===== src/rtl/pow2_accum_if.sv =====
// Handshake bundle between the pow2 accumulator, its upstream pow2 source and its
// downstream consumer of group sums.
interface pow2_accum_if #(
    parameter int width_p = 32,
    parameter int els_p   = 4
);
    localparam int cnt_w = $clog2(els_p + 1);

    logic               v_i;
    logic [width_p-1:0] data_i;
    logic               yumi_o;
    logic               flush_i;
    logic               v_o;
    logic [width_p-1:0] data_o;
    logic [cnt_w-1:0]   count_o;
    logic               overflow_o;
    logic               yumi_i;

    modport slave (
        input  v_i, data_i, flush_i, yumi_i,
        output yumi_o, v_o, data_o, count_o, overflow_o
    );

    modport master (
        output v_i, data_i, flush_i, yumi_i,
        input  yumi_o, v_o, data_o, count_o, overflow_o
    );
endinterface


===== src/rtl/pow2_accum.sv =====
// Sums groups of els_p power-of-two values from a valid/yumi stream and presents each
// group sum with its element count and a sticky carry-out flag; flush closes a group early.
module pow2_accum #(
    parameter int width_p = 32,
    parameter int els_p   = 4
) (
    input  logic      clk_i,
    input  logic      reset_i,
    pow2_accum_if.slave bus
);
    localparam int cnt_w = $clog2(els_p + 1);

    typedef enum logic {ACCUM, DONE} state_e;

    state_e             state_r, state_n;
    logic [width_p-1:0] sum_r, sum_n;
    logic [cnt_w-1:0]   cnt_r, cnt_n;
    logic               ovf_r, ovf_n;
    logic               accept;
    logic [width_p:0]   add_w;

    // Input is taken combinationally whenever we are collecting, so there is no bubble.
    assign accept = (state_r == ACCUM) & bus.v_i & ~reset_i;
    assign add_w  = {1'b0, sum_r} + {1'b0, bus.data_i};

    assign bus.yumi_o     = accept;
    assign bus.v_o        = (state_r == DONE);
    assign bus.data_o     = sum_r;
    assign bus.count_o    = cnt_r;
    assign bus.overflow_o = ovf_r;

    always_comb begin
        state_n = state_r;
        sum_n   = sum_r;
        cnt_n   = cnt_r;
        ovf_n   = ovf_r;
        case (state_r)
            ACCUM: begin
                if (accept) begin
                    sum_n = add_w[width_p-1:0];
                    cnt_n = cnt_r + cnt_w'(1);
                    ovf_n = ovf_r | add_w[width_p];
                end
                // A flush in the same cycle as an accept still includes that value.
                if ((accept && (cnt_r == cnt_w'(els_p - 1))) ||
                    (bus.flush_i && ((cnt_r != '0) || accept))) begin
                    state_n = DONE;
                end
            end
            DONE: begin
                if (bus.yumi_i) begin
                    sum_n   = '0;
                    cnt_n   = '0;
                    ovf_n   = 1'b0;
                    state_n = ACCUM;
                end
            end
            default: state_n = ACCUM;
        endcase
    end

    always_ff @(posedge clk_i or posedge reset_i) begin
        if (reset_i) begin
            state_r <= ACCUM;
            sum_r   <= '0;
            cnt_r   <= '0;
            ovf_r   <= 1'b0;
        end else begin
            state_r <= state_n;
            sum_r   <= sum_n;
            cnt_r   <= cnt_n;
            ovf_r   <= ovf_n;
        end
    end
endmodule


===== src/flat_wrapper.sv =====
// flat-port wrapper written by rule: the top's interface ports become plain ports
module pow2_accum_flat 
#(
    parameter int width_p = 32,
    parameter int els_p   = 4
)
  (clk_i, reset_i, bus_v_i, bus_data_i, bus_flush_i, bus_yumi_i, bus_yumi_o, bus_v_o, bus_data_o, bus_count_o, bus_overflow_o);
  pow2_accum_if #(.width_p(width_p), .els_p(els_p)) bus_i ();
  input  logic clk_i;
  input  logic reset_i;
  input wire logic [$bits(bus_i.v_i)-1:0] bus_v_i;
  input wire logic [$bits(bus_i.data_i)-1:0] bus_data_i;
  input wire logic [$bits(bus_i.flush_i)-1:0] bus_flush_i;
  input wire logic [$bits(bus_i.yumi_i)-1:0] bus_yumi_i;
  output wire logic [$bits(bus_i.yumi_o)-1:0] bus_yumi_o;
  output wire logic [$bits(bus_i.v_o)-1:0] bus_v_o;
  output wire logic [$bits(bus_i.data_o)-1:0] bus_data_o;
  output wire logic [$bits(bus_i.count_o)-1:0] bus_count_o;
  output wire logic [$bits(bus_i.overflow_o)-1:0] bus_overflow_o;
  assign bus_i.v_i = bus_v_i;
  assign bus_i.data_i = bus_data_i;
  assign bus_i.flush_i = bus_flush_i;
  assign bus_i.yumi_i = bus_yumi_i;
  assign bus_yumi_o = bus_i.yumi_o;
  assign bus_v_o = bus_i.v_o;
  assign bus_data_o = bus_i.data_o;
  assign bus_count_o = bus_i.count_o;
  assign bus_overflow_o = bus_i.overflow_o;
  pow2_accum #(.width_p(width_p), .els_p(els_p)) u_core (.clk_i(clk_i), .reset_i(reset_i), .bus(bus_i));
endmodule

===== config.mk =====
export PLATFORM = sky130hd
export DESIGN_NAME = pow2_accum_flat
export DESIGN_NICKNAME = d
export VERILOG_FILES = /design/src/rtl/pow2_accum_if.sv /design/src/rtl/pow2_accum.sv /design/src/flat_wrapper.sv
export SDC_FILE = /design/constraint.sdc
export NUM_CORES = 1
export LEC_CHECK = 0
export CORE_MARGIN = 2
export CORE_UTILIZATION = 34
export CTS_CLUSTER_DIAMETER = 150
export DETAILED_ROUTE_END_ITERATION = 8
export GPL_TIMING_DRIVEN = 0
export HOLD_SLACK_MARGIN = 0.05
export PLACE_DENSITY_LB_ADDON = 0.1
export SETUP_SLACK_MARGIN = 0.1
export SKIP_LAST_GASP = 1
export SYNTH_ARGS = -nofsm -noshare
export SYNTH_HDL_FRONTEND = slang
export SYNTH_SLANG_ARGS = --single-unit

===== constraint.sdc =====
create_clock -name clk_i -period 3.55 [get_ports clk_i]
set_clock_uncertainty 0.2 [all_clocks]
set_input_delay 0.71 -clock clk_i [delete_from_list [all_inputs] [get_ports clk_i]]
set_output_delay 0.71 -clock clk_i [all_outputs]
set_load 0.01 [all_outputs]

### After elaboration in Yosys (flattened, before gate mapping)

Cells that the tools add are included.
W data, S select, Z words.

| operators by class | value |
|---|---|
| add/subtract/negate cells | 2 |
| reduce and logical (&&, ||, !) cells | 6 |
| equal/unequal tests | 3 |
| bitwise gates (word level) | 5 |
| muxes and demuxes | 12 |

Operator list:

| operator | count |
|---|---|
| $mux W32 | 2 |
| $pmux W32 S2 | 1 |
| $add A32 B32 Y33 | 1 |
| $mux W3 | 2 |
| $pmux W3 S2 | 1 |
| $mux W1 | 4 |
| $pmux W1 S2 | 2 |
| $add A3 B1 Y3 const B | 1 |
| $eq A3 B2 Y1 const B | 1 |
| $reduce_bool A3 Y1 | 1 |
| $and A1 B1 Y1 | 2 |
| $logic_and A1 B1 Y1 | 2 |
| $logic_or A1 B1 Y1 | 2 |
| $ne A2 B1 Y1 const B | 1 |
| $ne A2 B2 Y1 const B | 1 |
| $not A1 Y1 | 2 |
| $reduce_and A2 Y1 | 1 |
| $or A1 B1 Y1 | 1 |

| word-level totals | value |
|---|---|
| register bits | 37 |
| output and inout bits | 38 |
| word-level logic and storage cells | 32 |
| input port bits | 37 |

### Depth between registers and ports, before layout

Gate-level depths: netlist of run 1.

| logic depth | value |
|---|---|
| word-level depth | 8 |
| mapped depth | 11 |
| mapped depth without buffers | 11 |

### Least setup slack after synthesis of run 1

No wires, ideal clock.

| timing | value |
|---|---|
| path type | input-to-reg |
| start | input bus_data_i[0] |
| end | register u_core.sum_r[28], in the netlist u_core.bus.data_o[28] |
| data required time | 3.281 ns |
| path buffers | 0 |
| library setup time | 0.069 ns |
| slack | 0.464 ns |
| stages on the path | 11 |
| arrival | 2.816 ns |
| path through | ha_1 > inv_1 > fa_1 > and2b_1 > o2111ai_2 > a21oi_2 > o211a_4 > o21ai_2 > o21a_1 > or4_1 > nand3_1 |

| between the ends | value |
|---|---|
| cells in the longest elaborated chain, start to end | 3 |

Ends and longest elaborated chain:

| element | line | text |
|---|---|---|
| from (decl) | flat_wrapper.sv:12 | `input wire logic [$bits(bus_i.data_i)-1:0] bus_data_i;` |
| $add A32 B32 Y33 | pow2_accum.sv:24 | `assign add_w = {1'b0, sum_r} + {1'b0, bus.data_i};` |
| $mux W32 | pow2_accum.sv:39 | `if (accept) begin` |
| $pmux W32 S2 | pow2_accum.sv:37 | `case (state_r)` |
| to (signal assigned) | pow2_accum.sv:70 | `sum_r <= sum_n;` |
| to (decl) | pow2_accum.sv:16 | `logic [width_p-1:0] sum_r, sum_n;` |

No other way between the ends. The select of a mux whose other input is x is not followed.
A chain may end at the register's enable or synchronous reset.

### Final worst setup path of run 1

| timing | value |
|---|---|
| start | input bus_data_i[1] |
| end | register u_core.ovf_r, in the netlist u_core.bus.overflow_o |

| between the ends | value |
|---|---|
| cells in the longest elaborated chain, start to end | 4 |

Ends and longest elaborated chain:

| element | line | text |
|---|---|---|
| $add A32 B32 Y33 | pow2_accum.sv:24 |  |
| $or A1 B1 Y1 | pow2_accum.sv:42 | `ovf_n = ovf_r \| add_w[width_p];` |
| $mux W1 | pow2_accum.sv:39 |  |
| $pmux W1 S2 | pow2_accum.sv:37 |  |
| to (signal assigned) | pow2_accum.sv:72 | `ovf_r <= ovf_n;` |
| to (decl) | pow2_accum.sv:18 | `logic ovf_r, ovf_n;` |

No other way between the ends. The select of a mux whose other input is x is not followed.

==> impl_metrics.ini, run 1 <==
[drt]
vias = 3179
routed_wl_um = 9123
drtIter0Drc = 133
antenna_left = 0
drc = 0
via_per_inst = 5.434
firstDrtPassIters = 4
post_drt_wl_per_cell_um = 15.59

[critical_path]
slowest_stage = clkdlybuf4s50_1
r2r_end = u_core.bus.overflow_o$_DFFE_PP0P_
endpoint = u_core.bus.overflow_o$_DFFE_PP0P_
cpPeakStageDelay_ns = 0.49
crit_type = input port to register
cp_max_fo = 5
crit_path_start_kind = input port
r2r_start = u_core.bus.data_o[0]$_DFFE_PP0P_
cp-end-kind = register
path_cells = clkdlybuf4s50_1 -> inv_1 -> fa_2 -> and2b_1 -> o2111ai_2 -> a21oi_2 -> o211a_4 -> o21ai_2 -> o21a_2 -> or3_1 -> a31oi_1
ff2ff_path_depth = 11
crit_arrival_ns = 3.27
crit_family = compound AO/OA/AOI/OAI gates
cp.depth = 11
cp_data_required_time_ns = 3.59
r2r_slack_ns = 0.59
cp_num_buf_inv = 2
crit_start = bus_data_i[1]

[synth]
synthAdderAreaFrac = 0.1458
syn_area_sq_um = 3141
syn_nets = 462
synth_xor_area_frac = 0.07251
async_flop_share = 1.000
synth.area.mux_share = 0
yosys_most_used_dff = dfrtp_1
synth_compound_area_frac = 0.2701
ys_types = 45
synth_top_family_by_area = compound AO/OA/AOI/OAI gates
ys_seq_area_frac = 0.2948
postSynthCellCount = 389
ys_seq_elements = 37
yosysWarnings = 0
syn_avg_cell_area_sq_um = 8.073
synth_edf_count = 0
yosys.area_share.simple = 0.1717

[final_layout]
fin_util = 0.4556
antenna_cells = 0
final_net_count = 546
syn_to_final_growth_pct = 32.15
instances_no_fill = 585
drive_above_1_share = 0.05274
final_cell_mix = clkdlybuf4s50_1 (73), nand3_1 (42), a21oi_1 (42)
final_common_cell = clkdlybuf4s50_1

[grt]
gr-usage-all-layers = 0.1865
grt.overflow.total = 0
grt_pass1_wl_um = 15090
grt_pass1_vias = 3108
grt_max_degree = 38
antenna_found_initial = 0

[cts]
cts_buffers = 5
cts_tree = built
root_buffer = clkbuf_8
h-tree-depth = 2
clk_pin_slew_ns = 0.09
clk_latency_ns = 0.30
cts.sinks = 37
cts_buffer_depth = 2

[flow_run]
max_cap_violations = 0

[floorplanning]
die_area_sq_um = 10020
ioPinCount = 75
row_count = 35
start_util = 0.3448
core_sq_um = 9109
die_h_um = 100.1
die_w_um = 100.1

[power_and_ir_drop]
p_int_uw = 1711
p_clk_frac = 0.104
leakagePower_uw = 0.001817
p_sw_uw = 1491
p_comb_frac = 0.664
seqPwrFrac = 0.232
pwr_density_cell_nw_per_um2 = 771.6
vdd_ir_drop_max_mv = 0.3356
switching_share = 0.4656

[place]
dp.cells = 574
pre_cts_ws_ns = -0.2494
port-buffer-count = 74
dp.final_hpwl_um = 7026
place_congestion = 0.8482

[sta]
slew_headroom = 0.4397
drv_slew = 0
hold_slack_ns = 0.3272
setup_viol = 0
hold_viol = 0
setup_slack_ns = 0.3140
layout_min_cycle_time_ns = 3.236
worstMarginPinSlew_ns = 0.8392
rsz0062_at_grt = false
tns_ns = 0
period_share = 0.9115
max_freq_mhz = 309.0

[hold_path]
hp-class = register to register

[run_status]
outcome = finished clean
-- power by group through the flow --
stage / logic [uW] / registers [uW] / clock network [uW]
floorplan: 1320 / 802 / 0
global placement: 2090 / 748 / 0
detailed placement: 2090 / 752 / 0
CTS: 2120 / 745 / 341
global route: 2380 / 768 / 359
finish: 2130 / 742 / 333
-- cells by family after synthesis --
kind of cell / after synthesis
adder cells (fa/ha/maj): 36
XOR/XNOR: 26
flip-flops: 37
AO/OA/AOI/OAI: 140
AND/OR/NAND/NOR: 113
buffers and inverters: 37
-- synth_stat cells (5+ instances only) --
cell | number | area (sq um)
dfrtp_1 | 37 | 925.9
a21o_1 | 11 | 82.58
xor2_1 | 11 | 96.34
o21ai_1 | 30 | 150.1
o21ai_0 | 20 | 100.1
xnor2_1 | 15 | 131.4
nand2_1 | 32 | 120.1
ha_1 | 35 | 437.9
nand4_1 | 9 | 56.30
inv_1 | 12 | 45.04
o31ai_1 | 5 | 37.54
nand3_1 | 42 | 210.2
a21oi_1 | 42 | 210.2
clkbuf_1 | 19 | 71.32
nor2_1 | 13 | 48.80
a31oi_1 | 6 | 37.54
-- registers in the layout, indices dropped and copies added (netlist names) --
register,flops
u_core.bus.count_o,3
u_core.bus.data_o,32
u_core.bus.overflow_o,1
u_core.bus.v_o,1
-- cell type report --
class	count	area [sq um]
Clock inverter	2	13.76
Buffer	24	93.84
Timing Repair Buffer	77	765.7
Tap cell	111	138.9
Fill cell	948	4959
Sequential cell	37	925.9
Inverter	13	50.05
Multi-Input combinational cell	315	2079
Clock buffer	6	82.58
-- what timing repair did --
| action | CTS | global route |
|---|---|---|
| setup buffers | 1 | 2 |
| setup endpoints to repair | 2 | 4 |
| endpoints found under the hold margin | 0 | 0 |
| gates resized for setup | 4 | 3 |
| pin swaps | 3 | 7 |
| hold buffers | 0 | 0 |
-- per-layer routing --
layer,vias up,routed length [um],part of all wire,track usage
li1,1583,-,-,-
met1,1514,4424,0.48,0.2585
met2,72,4183,0.46,0.3087
met3,10,416,0.046,0.03064
met4,0,97,0.011,0.03793
met5,-,0,0,0
-- worst min path at each step --
stage,to,depth (start not counted),startpoint,slack (ns)
2_1_floorplan,u_core.bus.v_o$_DFF_PP0_,1,u_core.bus.v_o$_DFF_PP0_,0.33
3_3_place_gp,u_core.bus.v_o$_DFF_PP0_,1,u_core.bus.v_o$_DFF_PP0_,0.30
3_5_place_dp,u_core.bus.v_o$_DFF_PP0_,1,u_core.bus.v_o$_DFF_PP0_,0.31
4_1_cts,u_core.bus.v_o$_DFF_PP0_,1,u_core.bus.v_o$_DFF_PP0_,0.33
5_1_grt,u_core.bus.v_o$_DFF_PP0_,1,u_core.bus.v_o$_DFF_PP0_,0.36
6_report,u_core.bus.v_o$_DFF_PP0_,1,u_core.bus.v_o$_DFF_PP0_,0.33
-- metrics by stage --
stage	total power [uW]	area, sq um
floorplan	2118	3141
global placement	2833	4020
detailed placement	2846	4020
CTS	3205	4131
global route	3512	4150
finish	3202	4150
Note: power is estimated with default switching activity, not from simulation.
==> inputs of run 2 (changes only) <==
CORE_MARGIN = 5   (was 2)
CORE_UTILIZATION = 49   (was 34)
clock period = 3.95 ns   (was 3.55 ns; I/O delays follow)
==> impl_metrics.ini, run 2 (same netlist as run 1, synthesis figures left out) <==
[critical_path]
cp_max_fo = 9
ff2ff_path_depth = 11
cp-end-kind = output pin
crit_arrival_ns = 2.73
crit_type = input port to output pin
cp_data_required_time_ns = 2.96
crit_path_start_kind = input port

[sta]
setup_slack_ns = 0.2279
slew_headroom = 0.4633
setup_viol = 0
max_freq_mhz = 268.7
layout_min_cycle_time_ns = 3.722
rsz0062_at_grt = false
period_share = 0.9423
hold_viol = 0
worstMarginPinSlew_ns = 0.8039
tns_ns = 0
drv_slew = 0

[final_layout]
syn_to_final_growth_pct = 29.40
drive_above_1_share = 0.03191
fin_area_sq_um = 4064
antenna_cells = 0
largest_register_ffs = 32
final_common_cell = clkdlybuf4s50_1
final_net_count = 543
fin_util = 0.6474
final_cell_mix = clkdlybuf4s50_1 (74), nand3_1 (42), a21oi_1 (42)
num-fill-cells = 567

[place]
dp.final_hpwl_um = 6853
place_congestion = 0.8995
pre_cts_ws_ns = 0.04960
dpl_cell_area_sq_um = 3978
port-buffer-count = 74

[drt]
drc = 0
via_per_inst = 5.910
post_drt_wl_per_cell_um = 16.08
vias = 3233
wl_met2_um = 4175
routed.top_layer = met4
routed_wl_um = 8794
drtIter0Drc = 159
wl_met3_um = 510
wl_met1_um = 3901
firstDrtPassIters = 6
antenna_left = 0

[power_and_ir_drop]
leakagePower_uw = 0.001781
vdd_ir_drop_max_mv = 0.3682
p_comb_frac = 0.667
p_int_uw = 1522
p_clk_frac = 0.098
pwr_density_cell_nw_per_um2 = 698.4
switching_share = 0.4639
p_sw_uw = 1317
seqPwrFrac = 0.235

[floorplanning]
die_h_um = 90.06
row_count = 29
start_util = 0.5003
die_area_sq_um = 8110
core_sq_um = 6277
die_w_um = 90.06
ioPinCount = 75

[cts]
root_buffer = clkbuf_8
h-tree-depth = 2
cts_buffers = 5
clk_pin_slew_ns = 0.07
postCtsResizedCells = 0
cts.sinks = 37
cts_tree = built
clk_latency_ns = 0.30
cts_buffer_depth = 2
cts_setup_buffers = 0
cts_hold_buffers = 0

[hold_path]
hp-class = register to register
hold_depth = 1

[grt]
grt.overflow.total = 0
grt_pass1_vias = 3144
gr-usage-all-layers = 0.2187
antenna_found_initial = 0
grt_pass1_wl_um = 14940
grt_max_degree = 38

[flow_run]
max_cap_violations = 0

[run_status]
outcome = finished clean
[run 2: power groups by stage]
stage / clock (uW) / combinational (uW) / sequential (uW)
2_1_floorplan: 0 / 1180 / 720
3_3_place_gp: 0 / 1850 / 664
3_5_place_dp: 0 / 1880 / 673
4_1_cts: 284 / 1890 / 665
5_1_grt: 301 / 2100 / 690
6_report: 279 / 1890 / 666
[run 2: path summary, 6_finish.rpt]
path,from,to,slack (ns)
worst max-delay path,reset_i,bus_yumi_o,0.23
worst min-delay path,u_core.bus.v_o$_DFF_PP0_,u_core.bus.v_o$_DFF_PP0_,0.33
worst max register to register,u_core.bus.data_o[0]$_DFFE_PP0P_,u_core.bus.data_o[28]$_DFFE_PP0P_,0.89
worst min register to register,u_core.bus.v_o$_DFF_PP0_,u_core.bus.v_o$_DFF_PP0_,0.33
max in group asynchronous,reset_i,u_core.bus.data_o[17]$_DFFE_PP0P_,2.24
min in group asynchronous,reset_i,u_core.bus.data_o[2]$_DFFE_PP0P_,0.80
[run 2: layout make-up]
cell class                      count  area [sq um]  area share
Multi-Input combinational cell    315          2073      0.5102
Tap cell                           77         96.34     0.02371
Timing Repair Buffer               74         740.7      0.1823
Clock buffer                        7         86.33     0.02124
Buffer                             24         92.59     0.02278
Sequential cell                    37         925.9      0.2278
Inverter                           13         48.80     0.01201
[run 2: through the flow]
step	hold slack, ns	cells	power [uW]
final	0.3311	547	2838
after global routing	0.3830	547	3096
after CTS	0.3395	547	2838
after detailed placement	0.3257	540	2548
after global placement	0.3059	540	2509
after floorplan	0.3318	389	1903
[run 2: routing by layer]
metal,up-vias,global-route usage
met3,20,0.04007
li1,1580,-
met2,107,0.3750
met1,1526,0.2767
met5,-,0
met4,0,0.07072
[run 2: critical path: stages]
cell             delay, ns
clkdlybuf4s50_1       0.49
nor2b_1               0.07
nand2b_1              0.06
clkbuf_1              0.33
clkinv_1              0.39
clkdlybuf4s50_1       0.58
==> inputs of run 3 (changes only) <==
PLACE_DENSITY = 0.79   (was unset)
PLACE_DENSITY_LB_ADDON = unset   (was 0.1)
==> impl_metrics.ini, run 3 (same netlist as run 1, synthesis figures left out) <==
[final_layout]
antenna_cells = 0
final_net_count = 543
syn_to_final_growth_pct = 30.92
fin_util = 0.6550
final_common_cell = clkdlybuf4s50_1
num-fill-cells = 558
drive_above_1_share = 0.03609
seq_area_sq_um = 925.9
final_cell_mix = clkdlybuf4s50_1 (74), nand3_1 (42), a21oi_1 (42)
multi_input_area_sq_um = 2073
largest_register_ffs = 32

[cts]
cts_hold_buffers = 0
clk_latency_ns = 0.30
root_buffer = clkbuf_8
cts_tree = built
clk_pin_slew_ns = 0.08
h-tree-depth = 2
cts.sinks = 37
cts_setup_buffers = 0
postCtsResizedCells = 0
cts_buffers = 5
cts_buffer_depth = 2

[critical_path]
path_cells = clkdlybuf4s50_1 -> nor2b_1 -> nand2b_1 -> clkbuf_1 -> clkinv_1 -> clkdlybuf4s50_1
crit_type = input port to output pin
cp_num_buf_inv = 4
cp_max_fo = 9
crit_arrival_ns = 2.71
crit_path_start_kind = input port
cp_data_required_time_ns = 2.96
crit_family = buffers and inverters
cpPeakStageDelay_ns = 0.60
crit_path_frequent_cell = clkdlybuf4s50_1
cp-end-kind = output pin
slowest_stage = clkdlybuf4s50_1

[floorplanning]
ioPinCount = 75
row_count = 29
die_area_sq_um = 8110
start_util = 0.5003
die_h_um = 90.06
die_w_um = 90.06
core_sq_um = 6277

[place]
dp.final_hpwl_um = 6849
place_congestion = 0.8618
port-buffer-count = 74

[grt]
grt-busiest-layer = met2
grt_pass1_wl_um = 14990
grt.overflow.total = 0
grt_util_met1 = 0.2826
grt_pass1_vias = 3160
antenna_found_initial = 0
grt_use_met3 = 0.04174
gr-usage-met2 = 0.3622
grt_max_degree = 38
gr-usage-all-layers = 0.2169

[drt]
vias = 3238
via_per_inst = 5.909
drc = 0
antenna_left = 0
firstDrtPassIters = 4
drtIter0Drc = 231
routed_wl_um = 8999
post_drt_wl_per_cell_um = 16.42

[power_and_ir_drop]
switching_share = 0.4514
vdd_ir_drop_max_mv = 0.4158
pwr_density_cell_nw_per_um2 = 724.5
p_sw_uw = 1344
p_comb_frac = 0.639
leakagePower_uw = 0.001805
p_clk_frac = 0.136
p_int_uw = 1634
power_uw = 2979
seqPwrFrac = 0.225

[sta]
worstMarginPinSlew_ns = 0.8291
rsz0062_at_grt = false
tns_ns = 0
max_freq_mhz = 270.1
slew_headroom = 0.4465
drv_slew = 0
layout_min_cycle_time_ns = 3.703
hold_viol = 0
hold_slack_ns = 0.3285
period_share = 0.9375
setup_viol = 0

[run_status]
outcome = finished clean

[hold_path]
hp-class = register to register

[flow_run]
max_cap_violations = 0
## run 3: cell types whose count changed in the layout (fill, tap and decap cells not counted), sizes merged
cell | before | now
clkinv | 1 | 2
clkbuf | 26 | 24
bufinv | 0 | 2
## run 3: per-stage QoR
| stage | instance area (sq um) | setup WS (ns) | instances |
|---|---|---|---|
| 2_1_floorplan | 3141 | 0.7844 | 389 |
| 3_3_place_gp | 3978 | 0.09297 | 540 |
| 3_5_place_dp | 3978 | 0.03400 | 540 |
| 4_1_cts | 4111 | 0.2466 | 548 |
| 5_1_grt | 4111 | 0.1534 | 548 |
| 6_report | 4111 | 0.2470 | 548 |
## run 3: layout make-up
| class | instances | share of cell area |
|---|---|---|
| repair buffers | 74 | 0.1802 |
| plain buffers | 24 | 0.02252 |
| inverters | 13 | 0.01187 |
| clock inverters | 3 | 0.01582 |
| flip-flops and latches | 37 | 0.2252 |
| multi-input cells | 315 | 0.5043 |
| clock buffers | 5 | 0.01674 |
| well taps | 77 | 0.02343 |
## run 3: final timing paths
check / startpoint / endpoint / slack [ns] / cells after the start
max in group asynchronous: reset_i / u_core.bus.data_o[24]$_DFFE_PP0P_ / 2.21 / 2
worst max-delay path: reset_i / bus_yumi_o / 0.25 / 6
worst max register to register: u_core.bus.data_o[0]$_DFFE_PP0P_ / u_core.bus.data_o[28]$_DFFE_PP0P_ / 0.86 / 11
worst min register to register: u_core.bus.data_o[10]$_DFFE_PP0P_ / u_core.bus.data_o[10]$_DFFE_PP0P_ / 0.33 / 2
worst min-delay path: u_core.bus.data_o[10]$_DFFE_PP0P_ / u_core.bus.data_o[10]$_DFFE_PP0P_ / 0.33 / 2
min in group asynchronous: reset_i / u_core.bus.v_o$_DFF_PP0_ / 0.81 / 2
## run 3: worst register-to-register path: stages, from the launching register on
cell	delay, ns
dfrtp_1	0.38
ha_1	0.20
inv_1	0.06
fa_1	0.39
and2b_1	0.25
o2111ai_2	0.14
a21oi_2	0.25
o211a_4	0.21
o21ai_2	0.08
o21a_1	0.26
or4_1	0.49
nand3_1	0.10
## run 3: power groups by stage
stage	registers, uW	logic (uW)	clock network (uW)
after floorplan	720	1180	0
after global placement	670	1840	0
after detailed placement	677	1880	0
after CTS	670	1900	407
after global routing	692	2110	423
final	670	1900	404
## run 3: layer usage
metal  wire [um]  share of wire
met1        3969           0.44
met4         132          0.015
met3         556          0.062
met2        4340           0.48
met5           0              0
